### config.mk
export PLATFORM = sky130hd
export DESIGN_NAME = mem_port_arbiter
export DESIGN_NICKNAME = d
export VERILOG_FILES = /design/src/rtl/mem_port_arbiter.sv
export SDC_FILE = /design/constraint.sdc
export NUM_CORES = 1
export LEC_CHECK = 0
export ABC_AREA = 1
export CORE_AREA = 8 8 220 222
export DETAILED_ROUTE_END_ITERATION = 12
export DIE_AREA = 0 0 228 230
export SLEW_MARGIN = 5
export SYNTH_ARGS = -nofsm -noshare
export SYNTH_HDL_FRONTEND = slang
export SYNTH_SLANG_ARGS = --single-unit
### constraint.sdc
create_clock -name clk -period 5.75 [get_ports clk]
set_clock_uncertainty 0.05 [all_clocks]
set_input_delay 1.725 -clock clk [delete_from_list [all_inputs] [get_ports clk]]
set_output_delay 1.725 -clock clk [all_outputs]
set_load 0.1 [all_outputs]
### src/rtl/mem_port_arbiter.sv
`default_nettype none
// ============================================================================
// Module   : mem_port_arbiter
// Brief    : Shares one read/write master port between the fetch and data
//            ports, one transaction in flight, fetch never starves data.
// Revision : 1.0
// ============================================================================
module mem_port_arbiter #(
    parameter int ADDR_W    = 64,
    parameter int DATA_W    = 64,
    parameter bit MEM_FIRST = 1'b1
) (
    input  logic                clk,
    input  logic                rst,
    // fetch port (read-only)
    input  logic                if_valid,
    output logic                if_ready,
    input  logic [ADDR_W-1:0]   if_addr,
    input  logic [1:0]          if_size,
    output logic [DATA_W-1:0]   if_data_read,
    output logic [1:0]          if_resp,
    // data port
    input  logic                mem_valid,
    output logic                mem_ready,
    input  logic                mem_req,
    input  logic [ADDR_W-1:0]   mem_addr,
    input  logic [1:0]          mem_size,
    input  logic [DATA_W-1:0]   mem_data_write,
    input  logic [DATA_W/8-1:0] mem_w_mask,
    output logic [DATA_W-1:0]   mem_data_read,
    output logic [1:0]          mem_resp,
    // shared downstream port
    output logic                rw_valid,
    input  logic                rw_ready,
    output logic                rw_req,
    output logic [ADDR_W-1:0]   rw_addr,
    output logic [1:0]          rw_size,
    output logic [DATA_W-1:0]   rw_data_write,
    output logic [DATA_W/8-1:0] rw_w_mask,
    input  logic [DATA_W-1:0]   rw_data_read,
    input  logic [1:0]          rw_resp,
    output logic [31:0]         conflict_cnt
);

    localparam logic [1:0]  S_IDLE    = 2'd0;
    localparam logic [1:0]  S_GNT_IF  = 2'd1;
    localparam logic [1:0]  S_GNT_MEM = 2'd2;
    localparam logic        C_GNT_IF  = 1'b0;
    localparam logic        C_GNT_MEM = 1'b1;
    localparam logic [31:0] C_CNT_MAX = 32'hFFFF_FFFF;

    logic [1:0]  r_state;
    logic [1:0]  w_next_state;
    logic        r_last_gnt;
    logic [31:0] r_conflict_cnt;
    logic        w_conflict;
    logic        w_handshake;

    assign w_conflict   = (r_state == S_IDLE) && if_valid && mem_valid;
    assign w_handshake  = rw_valid && rw_ready;
    assign conflict_cnt = r_conflict_cnt;

    // Request fields and responses are steered purely by the current grant;
    // everything not belonging to the granted port is forced to zero.
    always_comb begin
        w_next_state  = r_state;
        rw_valid      = 1'b0;
        rw_req        = 1'b0;
        rw_addr       = '0;
        rw_size       = '0;
        rw_data_write = '0;
        rw_w_mask     = '0;
        if_ready      = 1'b0;
        if_data_read  = '0;
        if_resp       = '0;
        mem_ready     = 1'b0;
        mem_data_read = '0;
        mem_resp      = '0;
        case (r_state)
            S_IDLE: begin
                if (mem_valid && !if_valid) begin
                    w_next_state = S_GNT_MEM;
                end else if (if_valid && !mem_valid) begin
                    w_next_state = S_GNT_IF;
                end else if (if_valid && mem_valid) begin
                    w_next_state = (MEM_FIRST || (r_last_gnt == C_GNT_IF)) ? S_GNT_MEM : S_GNT_IF;
                end
            end
            S_GNT_IF: begin
                rw_valid = if_valid;
                rw_addr  = if_addr;
                rw_size  = if_size;
                if (if_valid && rw_ready) begin
                    if_ready     = 1'b1;
                    if_data_read = rw_data_read;
                    if_resp      = rw_resp;
                    w_next_state = S_IDLE;
                end
            end
            S_GNT_MEM: begin
                rw_valid      = mem_valid;
                rw_req        = mem_req;
                rw_addr       = mem_addr;
                rw_size       = mem_size;
                rw_data_write = mem_data_write;
                rw_w_mask     = mem_w_mask;
                if (mem_valid && rw_ready) begin
                    mem_ready     = 1'b1;
                    mem_data_read = rw_data_read;
                    mem_resp      = rw_resp;
                    w_next_state  = S_IDLE;
                end
            end
            default: begin
                w_next_state = S_IDLE;
            end
        endcase
    end

    always_ff @(posedge clk or posedge rst) begin
        if (rst) begin
            r_state        <= S_IDLE;
            r_last_gnt     <= C_GNT_IF;
            r_conflict_cnt <= '0;
        end else begin
            r_state <= w_next_state;
            if (w_handshake) begin
                r_last_gnt <= (r_state == S_GNT_MEM) ? C_GNT_MEM : C_GNT_IF;
            end
            if (w_conflict && (r_conflict_cnt != C_CNT_MAX)) begin
                r_conflict_cnt <= r_conflict_cnt + 32'd1;
            end
        end
    end

endmodule
`default_nettype wire

==> flow_summary_export.csv <==
group,metric,value,unit
synthesis,yosys_register_bits,34,
setup_path,r2r_start,"r_state[0]",
power,p_leak,0.00603,uW
power,netSwitchingPower,3580,uW
synthesis,yosysUniqueCellTypes,26,
synthesis,synth_xor_area_share,1.87,%
power,peakVddDrop,314,uV
global_routing,grtUsageMet1,14.8,%
global_routing,grt_most_used_layer,"met2",
sta,finalSetupViolations,0,
sta,slew_headroom,28.1,%
sta,fmax,195,MHz
sta,tightest_slew,1.08,ns
detailed_routing,vias_per_cell,3.69,
sta,finalMaxSlewViolations,0,
global_routing,overflow,0,
detailed_routing,wl_per_cell,19.6,um
sta,setup_slack,0.625,ns
synthesis,synth_top_flop_cell,"dfrtp_1",
sta,rsz0062_at_grt,"false",
placed_design,pre_cts_slack,0.659,ns
synthesis,synth_top_family_by_area,"simple AND/OR/NAND/NOR gates",
global_routing,use_met2,26.6,%
setup_path,path_class,"in2out",
synthesis,synth_top_area_share,30.1,%
placed_design,place.detailed.hpwl,37.7,mm
worst_hold_path,hp-class,"reg2reg",
clock_tree,cts_sinks,34,
detailed_routing,firstDrtPassIters,5,
power,combPwrFrac,88.8,%
finish,area_growth,167,%
sta,hold_viol,0,
clock_tree,post_cts_buffers,0,
finish,fillers,4942,
setup_path,crit_start,"if_valid",
floorplan,coreArea,44900,um^2
setup_path,rrSetupSlack,3.63,ns
floorplan,die_width,228,um
power,clockPowerShare,5.5,%
setup_path,cp_max_fo,66,
synthesis,muxShareOfSynthArea,0,%
finish,drive_gt1_share,24.4,%
synthesis,synthesis.area,4680,um^2
synthesis,syn_nets,1247,
global_routing,grt_use_total,14.6,%
setup_path,start_kind,"input port",
synthesis,synth_top_cells_by_area,"nand2_1 30%, dfrtp_1 18%, inv_1 15%",
synthesis,synth_compound_area_share,7.99,%
power,p_per_area,394,nW/um^2
power,power.share.sequential,5.7,%
placed_design,gp_congestion,0.904,
job,drv_cap,0,
floorplan,rows,78,
clock_tree,holdBufCountCts,0,
synthesis,synth.yosys.warnings,0,
global_routing,grt_pass1_vias,7692,
global_routing,antenna_found_initial,6,
setup_path,endpoint,"if_data_read[59]",
sta,period_share,89.1,%
detailed_routing,drt-initial-drc-count,393,
clock_tree,tritoncts,"built",
detailed_routing,routed_wl,41.6,mm
power,total_power,4930,uW
clock_tree,cts_resized,0,
floorplan,die_h,230,um
power,swShare,72.6,%
clock_tree,clockBufferDepth,2,
global_routing,grt_pass1_wl,56.5,mm
sta,setup_tns,0,ns
placed_design,numPortBuffers,581,
floorplan,io_pins,582,
clock_tree,root_buffer,"clkbuf_16",
global_routing,use_met3,4.89,%
floorplan,start_util,10.4,%
detailed_routing,drc,0,
run_status,status,"complete, no violations",
clock_tree,cts_buffers,5,
floorplan,dieArea,52400,um^2
setup_path,r2r_cells,9,
setup_path,arrival,3.35,ns
global_routing,grt_max_degree,67,
setup_path,r2r-end,"conflict_cnt[31]",
synthesis,synthAdderAreaFrac,1.07,%
synthesis,synthCells,967,
power,intPower,1350,uW
clock_tree,clk_latency,0.28,ns
finish,nNetsFinal,1797,
setup_path,cp.required,3.97,ns
finish,final_util,27.9,%
detailed_routing,vias,7825,
synthesis,yosysTopAreaCell,"nand2_1",
detailed_routing,antenna_left,0,
clock_tree,clk_pin_slew,0.05,ns
setup_path,critPathCaptureType,"primary output",
synthesis,seq_area_frac_synth,18.2,%
synthesis,avgSynthCellArea,4.84,um^2
worst_hold_path,hold_path_startpoint,"conflict_cnt[30]",
synthesis,synthSimpleGateAreaFrac,50.8,%
synthesis,synth_edf_count,0,
synthesis,async_flop_share,100,%
sta,period_minus_slack,5.13,ns
clock_tree,h-tree-depth,2,
-- metrics by stage --
stage | cell area, um^2 | hold slack (ns) | std cells
after floorplan | 4890 | 0.451 | 967
after global placement | 12400 | 0.463 | 2110
after detailed placement | 12400 | 0.469 | 2110
after CTS | 12500 | 0.487 | 2118
after global routing | 12500 | 0.527 | 2119
final | 12500 | 0.486 | 2121
-- power groups by stage --
stage / clock network, uW / registers [uW] / logic (uW)
4_1_cts: 277 / 281 / 4450
3_3_place_gp: 0 / 282 / 4420
5_1_grt: 290 / 283 / 4530
2_1_floorplan: 0 / 360 / 2940
6_report: 273 / 280 / 4380
3_5_place_dp: 0 / 285 / 4450
-- routing by layer --
layer | vias up | share of wire (%)
met5 | - | 0.37
met3 | 63 | 7.7
li1 | 3893 | -
met2 | 310 | 52
met4 | 8 | 5.3
met1 | 3551 | 35
-- registers in the layout, summed over array words and instances (netlist names) --
signal and flops:
r_state 2, conflict_cnt 32
-- how the worst min path moves through the flow --
stage / slack, ns / cells past startpoint / endpoint
floorplan: 0.45 / 2 / r_state[1]
global placement: 0.46 / 2 / conflict_cnt[30]
detailed placement: 0.47 / 2 / conflict_cnt[30]
CTS: 0.49 / 2 / conflict_cnt[30]
global route: 0.53 / 2 / conflict_cnt[30]
finish: 0.49 / 2 / conflict_cnt[30]
-- cell usage after synthesis, types with 2 or more instances --
| cell | n |
|---|---|
| nand2_1 | 376 |
| inv_1 | 192 |
| nor2_1 | 185 |
| a21oi_1 | 69 |
| clkbuf_1 | 38 |
| dfrtp_1 | 34 |
| nand3_1 | 16 |
| nand3b_1 | 10 |
| xor2_1 | 7 |
| buf_1 | 5 |
| nor2_2 | 5 |
| ha_1 | 4 |
| nand4_1 | 4 |
| buf_2 | 3 |
| buf_6 | 3 |
| o21ai_0 | 3 |
| xnor2_1 | 3 |
| nand2_2 | 2 |
-- placed cells by master (no fill, tap or decap), types with 4 or more instances in the layout --
master / instances
inv_1: 190
dfrtp_1: 34
nor2_1: 123
nand3b_1: 10
clkdlybuf4s50_1: 306
nor2_2: 57
nand4_1: 4
nand2_1: 376
buf_12: 135
buf_4: 152
nand3_1: 16
xor2_1: 7
nor2_4: 11
clkbuf_16: 5
a21oi_1: 69
-- cell type report --
cell class / instances / area [um^2] / share of cell area [%]
antenna: 3 / 7.51 / 0.0600
tap: 600 / 751 / 6.00
inverter: 193 / 726 / 5.80
sequential: 34 / 851 / 6.80
clock inverter: 1 / 5.00 / 0.0400
timing repair buffer: 593 / 6910 / 55.2
clock buffer: 7 / 143 / 1.14
multi-input combinational: 690 / 3120 / 24.9
-- worst max-delay path, cell delays in order --
cell and delay [ns]:
clkdlybuf4s50_1 0.59, nand2_1 0.12, nor2_2 0.14, inv_2 0.06
buf_12 0.19, nor2_1 0.25, buf_12 0.21
-- cell families after synthesis --
| family | Yosys count |
|---|---|
| compound gates | 74 |
| xor+xnor | 10 |
| buf+inv | 243 |
| flops | 34 |
| fa+ha+maj | 4 |
| simple gates | 602 |
Note: power is estimated with default switching activity, not from simulation.
